[src/rtl/pipelined_rcla_adder.sv]
// pipelined_rcla_adder: WIDTH-bit adder built from 4-bit CLA units grouped
// into SEG_W-bit segments, one segment resolved per pipeline stage, with a
// valid/ready handshake and full backpressure.
// Optional feature macro: PRCLA_OVF_EN adds the registered signed-overflow
// output ovf. Without it there is no ovf port and no extra flop.
// WIDTH must be a multiple of SEG_W, SEG_W a multiple of 4, and NSEG >= 2.
module pipelined_rcla_adder #(
  parameter int WIDTH = 32,
  parameter int SEG_W = 8
) (
  input  logic             clk,
  input  logic             rst,
  input  logic             in_valid,
  output logic             in_ready,
  input  logic [WIDTH-1:0] x,
  input  logic [WIDTH-1:0] y,
  input  logic             cin,
  output logic             out_valid,
  input  logic             out_ready,
  output logic [WIDTH:0]   sum
`ifdef PRCLA_OVF_EN
  ,
  output logic             ovf
`endif
);

  localparam int NSEG = WIDTH / SEG_W;
  localparam int NU   = SEG_W / 4;

  // One segment: per-unit 4-bit look-ahead plus a second-level look-ahead
  // over unit Go/Po. Returns {segment carry-out, segment sum}.
  function automatic logic [SEG_W:0] seg_add(input logic [SEG_W-1:0] a,
                                             input logic [SEG_W-1:0] b,
                                             input logic             c);
    logic [SEG_W-1:0] g, p, cb;
    logic [NU-1:0]    ug, up;
    logic [NU:0]      uc;
    logic             t;
    int               b0;
    g = a & b;
    p = a ^ b;
    for (int u = 0; u < NU; u++) begin
      b0 = 4 * u;
      ug[u] = g[b0+3] | (p[b0+3] & g[b0+2]) | (p[b0+3] & p[b0+2] & g[b0+1]) |
              (p[b0+3] & p[b0+2] & p[b0+1] & g[b0]);
      up[u] = &p[b0 +: 4];
    end
    // flat sum-of-products unit carries, no ripple between units
    for (int u = 0; u <= NU; u++) begin
      uc[u] = 1'b0;
      for (int j = 0; j < u; j++) begin
        t = ug[j];
        for (int m = j + 1; m < u; m++) t = t & up[m];
        uc[u] = uc[u] | t;
      end
      t = c;
      for (int m = 0; m < u; m++) t = t & up[m];
      uc[u] = uc[u] | t;
    end
    for (int u = 0; u < NU; u++) begin
      b0 = 4 * u;
      cb[b0]   = uc[u];
      cb[b0+1] = g[b0] | (p[b0] & uc[u]);
      cb[b0+2] = g[b0+1] | (p[b0+1] & g[b0]) | (p[b0+1] & p[b0] & uc[u]);
      cb[b0+3] = g[b0+2] | (p[b0+2] & g[b0+1]) | (p[b0+2] & p[b0+1] & g[b0]) |
                 (p[b0+2] & p[b0+1] & p[b0] & uc[u]);
    end
    return {uc[NU], p ^ cb};
  endfunction

  logic             r_v [NSEG];
  logic             r_c [NSEG];
  logic [WIDTH-1:0] r_s [NSEG];
  logic [WIDTH-1:0] r_x [NSEG-1];
  logic [WIDTH-1:0] r_y [NSEG-1];

  logic [SEG_W-1:0] w_a   [NSEG];
  logic [SEG_W-1:0] w_b   [NSEG];
  logic             w_ci  [NSEG];
  logic [SEG_W:0]   w_res [NSEG];
  logic             w_en;

  assign w_en      = !r_v[NSEG-1] | out_ready;
  assign in_ready  = w_en;
  assign out_valid = r_v[NSEG-1];
  assign sum       = {r_c[NSEG-1], r_s[NSEG-1]};

  for (genvar k = 0; k < NSEG; k++) begin : g_stg
    if (k == 0) begin : g_first
      assign w_a[k]  = x[SEG_W-1:0];
      assign w_b[k]  = y[SEG_W-1:0];
      assign w_ci[k] = cin;
    end else begin : g_next
      assign w_a[k]  = r_x[k-1][k*SEG_W +: SEG_W];
      assign w_b[k]  = r_y[k-1][k*SEG_W +: SEG_W];
      assign w_ci[k] = r_c[k-1];
    end
    assign w_res[k] = seg_add(w_a[k], w_b[k], w_ci[k]);
  end

  // Pipeline registers: every stage shifts together whenever the output side
  // is empty or being accepted; bubbles shift like valid data.
  always_ff @(posedge clk or posedge rst) begin
    if (rst) begin
      for (int k = 0; k < NSEG; k++) begin
        r_v[k] <= 1'b0;
        r_c[k] <= 1'b0;
        r_s[k] <= '0;
      end
      for (int k = 0; k < NSEG - 1; k++) begin
        r_x[k] <= '0;
        r_y[k] <= '0;
      end
    end else if (w_en) begin
      r_v[0] <= in_valid;
      r_c[0] <= w_res[0][SEG_W];
      r_s[0] <= '0;
      r_s[0][SEG_W-1:0] <= w_res[0][SEG_W-1:0];
      r_x[0] <= x;
      r_y[0] <= y;
      for (int k = 1; k < NSEG; k++) begin
        r_v[k] <= r_v[k-1];
        r_c[k] <= w_res[k][SEG_W];
        r_s[k] <= r_s[k-1];
        r_s[k][k*SEG_W +: SEG_W] <= w_res[k][SEG_W-1:0];
      end
      for (int k = 1; k < NSEG - 1; k++) begin
        r_x[k] <= r_x[k-1];
        r_y[k] <= r_y[k-1];
      end
    end
  end

`ifdef PRCLA_OVF_EN
  logic r_ovf;
  logic w_c_msb;

  // Carry into the MSB equals the top unit's C3; recovered here from the
  // MSB sum bit, since s = p ^ c at that position.
  assign w_c_msb = w_res[NSEG-1][SEG_W-1] ^ w_a[NSEG-1][SEG_W-1] ^ w_b[NSEG-1][SEG_W-1];
  assign ovf     = r_ovf;

  // Overflow flag captured with the final segment, held during stalls.
  always_ff @(posedge clk or posedge rst) begin
    if (rst) r_ovf <= 1'b0;
    else if (w_en) r_ovf <= w_c_msb ^ w_res[NSEG-1][SEG_W];
  end
`endif

endmodule

[config.mk]
export PLATFORM = sky130hd
export DESIGN_NAME = pipelined_rcla_adder
export DESIGN_NICKNAME = d
export VERILOG_FILES = /design/src/rtl/pipelined_rcla_adder.sv
export SDC_FILE = /design/constraint.sdc
export NUM_CORES = 1
export LEC_CHECK = 0
export BUFFER_PORTS_ARGS = -buffer_cell sky130_fd_sc_hd__buf_2
export CELL_PAD_IN_SITES_DETAIL_PLACEMENT = 0
export CELL_PAD_IN_SITES_GLOBAL_PLACEMENT = 1
export CORE_MARGIN = 2
export CORE_UTILIZATION = 48
export DETAILED_ROUTE_END_ITERATION = 16
export MAX_ROUTING_LAYER = met4
export PLACE_DENSITY = 0.86
export SLEW_MARGIN = 30
export SYNTH_ARGS = -nofsm -noshare
export SYNTH_HDL_FRONTEND = slang
export SYNTH_SLANG_ARGS = --single-unit
[constraint.sdc]
create_clock -name clk -period 12.4 [get_ports clk]
set_clock_uncertainty 0.15 [all_clocks]
set_input_delay 1.86 -clock clk [delete_from_list [all_inputs] [get_ports clk]]
set_output_delay 1.86 -clock clk [all_outputs]
set_load 0.01 [all_outputs]
# Word-level counts from Yosys, hierarchy flattened
# Index checks and enable logic that the tools add are counted.
[classes]
n_reduce_logical = 9
shift = 0
n_eq_ne = 0
div = 0
n_bitwise = 221
order_cmp = 0
mul = 0
mux = 0
n_addsub = 0
[op_table]
columns = ["cell", "count"]
rows = [
  ["1-bit AND", 124],
  ["1-bit bitwise OR", 85],
  ["8-bit XOR", 8],
  ["8-bit AND", 4],
  ["4-bit AND reduction", 8],
  ["1-bit logical NOT", 1],
]
[word_totals]
latchBits = 0
memories = 0
out_inout_bits = 35
mem_bits_rw = 0
ff_bits = 280
romBits = 0

# Depth between registers and ports, before layout
[logic_depth]
depth_word = 9
ltp_mapped = 7
depth_no_buf = 7

# Worst setup path before layout
# Ideal clock, no wire load.
[synth_path]
kind = "input port to output port"
from = "input out_ready"
to = "output in_ready"
path_stages = 5
arrival_time_ns = 2.523
path_slack_ns = 7.867
required_ns = 10.390
path_cell_list = "nor2b_4 -> buf_6 -> clkinv_1 -> buf_2 -> buf_2"
[synth_between]
elab_chain_len = 1
[synth_lines]
columns = ["item", "line", "rtl"]
rows = [
  ["start, declared", "19", "input logic out_ready,"],
  ["1-bit bitwise OR", "83", "assign w_en = !r_v[NSEG-1] | out_ready;"],
  ["end, declared", "14", "output logic in_ready,"],
]
# Every way passes these cells.

# Worst setup path after layout
# Same ends and word-level chain as after synthesis.

==> results.cfg <==
[setup_path]
cp.required_ns = 10.39
worstPathArrival_ns = 3.54
startpoint_type = primary input
reg2regPathDepth = 7
r2r-start = out_valid
reg2reg_to = sum[31]
rrSetupSlack_ns = 9.41
cp-end-kind = output pin
worst-path-max-fanout = 190
crit_type = primary input to output pin

[clock_network]
post_cts_resized = 0
numCtsBuffers = 17
root_buffer = clkbuf_16
ctsHoldBuffers = 0
htreeDepth = 4
numClockSinks = 184
clk_latency_ns = 0.42
clk_pin_slew_ns = 0.06
post_cts_buffers = 0
cts.path.max_buffers = 2
cts_tree = yes

[synth]
synth_nets = 1043
syn-mean-instance-area_um2 = 9.04
synth_area_um2 = 8440
synth_edf_count = 0
synth-main-ff-cell = dfrtp_1
synth_cells = 934
ys_ff_latch = 184
yosysWarningCount = 0
seq_area_frac_synth_pct = 54.6
synth-async-reset-ratio_pct = 100
synth_cell_type_count = 34

[timing]
whs_ns = 0.310
setup_viol = 0
relSlewSlack_pct = 41.9
fin_crit_ns = 5.55
finalCritPeriodShare_pct = 44.7
tightestPinTransition_ns = 0.872
finalSetupTns_ns = 0
rsz0062_at_grt = no
finalMaxSlewViolations = 0
clock.fmax_ghz = 0.180
finalHoldViolCount = 0

[grt]
grt_max_degree = 191
grt_overflow_total = 0
grt_pass1_vias = 5456
antenna_found_initial = 0
grt_use_total_pct = 18.3
grt_pass1_wl_mm = 26.5

[routing]
antenna_left = 0
vias_per_cell = 4.77
wl_per_cell_um = 12.4
drt_iter0_drc = 374
drc = 0
drt-total-wl_mm = 15.2
via_count = 5826
first_pass_iters = 5

[hold_path]
hold_path_depth = 2
hold_path_class = flop to flop
min_to = sum[3]
holdCritStartpoint = sum[3]

[cells_and_area]
fillers = 1675
regArea_um2 = 4600
drive_gt1_share_pct = 14.7
multi_input_area_um2 = 3300
layout.nets = 1093
final_util_pct = 54.4
syn_to_final_growth_pct = 11.2
n_antenna_cell = 0
final_cells = 1222

[die]
fp-row-count = 48
coreArea_um2 = 17200
die_x_um = 137
start_util_pct = 49.0
io_pins = 104
die_h_um = 137
dieArea_um2 = 18700

[job]
drv_cap = 0

[run_status]
status = finished, final reports clean

[place]
gp_congestion = 0.760
dp.cells = 1190
hpwl_mm = 9.71
port_buffers = 103

[pwr]
total_power_mw = 2.40
leakage_nw = 4.96
p_per_area_nw_per_um2 = 256
ir_drop_v = 0.000132
[power by group]
part | switching (mW) | leakage, nW | total (mW) | internal [mW]
Sequential | 0.150 | 2.21 | 1.01 | 0.862
Clock | 0.238 | 0.276 | 0.525 | 0.287
Combinational | 0.512 | 2.47 | 0.865 | 0.353
Total | 0.901 | 4.96 | 2.40 | 1.50
[cell type report]
class / instances / share of cell area (%)
clock buffer: 18 / 4.68
clock inverter: 14 / 1.48
inverter: 14 / 0.693
multi-input combinational: 661 / 35.2
sequential: 184 / 49.1
tap: 225 / 3.00
timing repair buffer: 106 / 5.91
[worst max-delay path by stage]
stage,from,slack (ns),end
6_report,out_ready,6.85,in_ready
5_1_grt,out_ready,6.70,in_ready
4_1_cts,out_ready,6.87,in_ready
3_5_place_dp,out_ready,6.87,in_ready
3_3_place_gp,out_ready,6.88,in_ready
2_1_floorplan,rst,5.39,out_valid
[flip-flops by register name, summed over array words and instances (netlist names)]
signal     flops
r_c            3
r_s           48
out_valid      1
r_y           48
sum           33
r_x           48
r_v            3
[cells in the mapped netlist, drive strengths merged (6+ instances only)]
library cell | number | area share [%]
a211oi | 10 | 1.1
nand2 | 457 | 20
a21oi | 26 | 1.5
nor2 | 20 | 0.89
buf | 73 | 5.6
inv | 13 | 0.58
a21o | 10 | 0.89
ha | 32 | 4.7
o21ai | 30 | 1.8
dfrtp | 184 | 55
nand3 | 10 | 0.59
nor3 | 6 | 0.36
nor3b | 8 | 0.71
fa | 8 | 1.9
xnor2 | 8 | 0.83
[stage by stage]
step,setup slack (ns),area (um2)
after floorplan,5.39,8440
after global placement,6.88,8800
after detailed placement,6.87,8810
after CTS,6.87,9390
after global routing,6.70,9390
final,6.85,9390
[cells by family (layout without fill, tap and decap cells)]
family	after synthesis	in the layout	synth area share, %
and+or+nand+nor	519	519	24.5
DFF	184	184	54.6
AOI/OAI and AO/OA	90	90	6.76
buffers and inverters	89	152	6.33
adders and majority gates	40	40	6.64
xor gates and xnor gates	12	12	1.25
[metal layers]
metal | global-route usage, % | vias to the layer above | wire length (um) | share of wire (%)
met3 | 4.00 | 12 | 627 | 4.1
li1 | - | 3054 | - | -
met4 | 5.21 | 0 | 158 | 1.0
met2 | 23.7 | 97 | 6060 | 40
met5 | - | - | 0 | 0
met1 | 28.4 | 2663 | 8340 | 55
[cell usage in the layout (no fill, tap or decap), types with 8 or more instances in the layout]
| master | count |
|---|---|
| nand2_1 | 457 |
| dfrtp_1 | 184 |
| buf_2 | 103 |
| ha_1 | 32 |
| o21ai_0 | 28 |
| a21oi_1 | 26 |
| nor2_1 | 20 |
| clkbuf_16 | 17 |
| inv_1 | 12 |
| a21o_1 | 10 |
| nand3_1 | 10 |
| xnor2_1 | 8 |
| nor3b_1 | 8 |
| fa_1 | 8 |
[critical path, stage by stage]
cell,delay [ns]
buf_2,0.11
nor2b_4,0.12
buf_12,0.49
inv_6,0.46
buf_2,0.30
No activity file was read; power rests on OpenSTA's default activity.
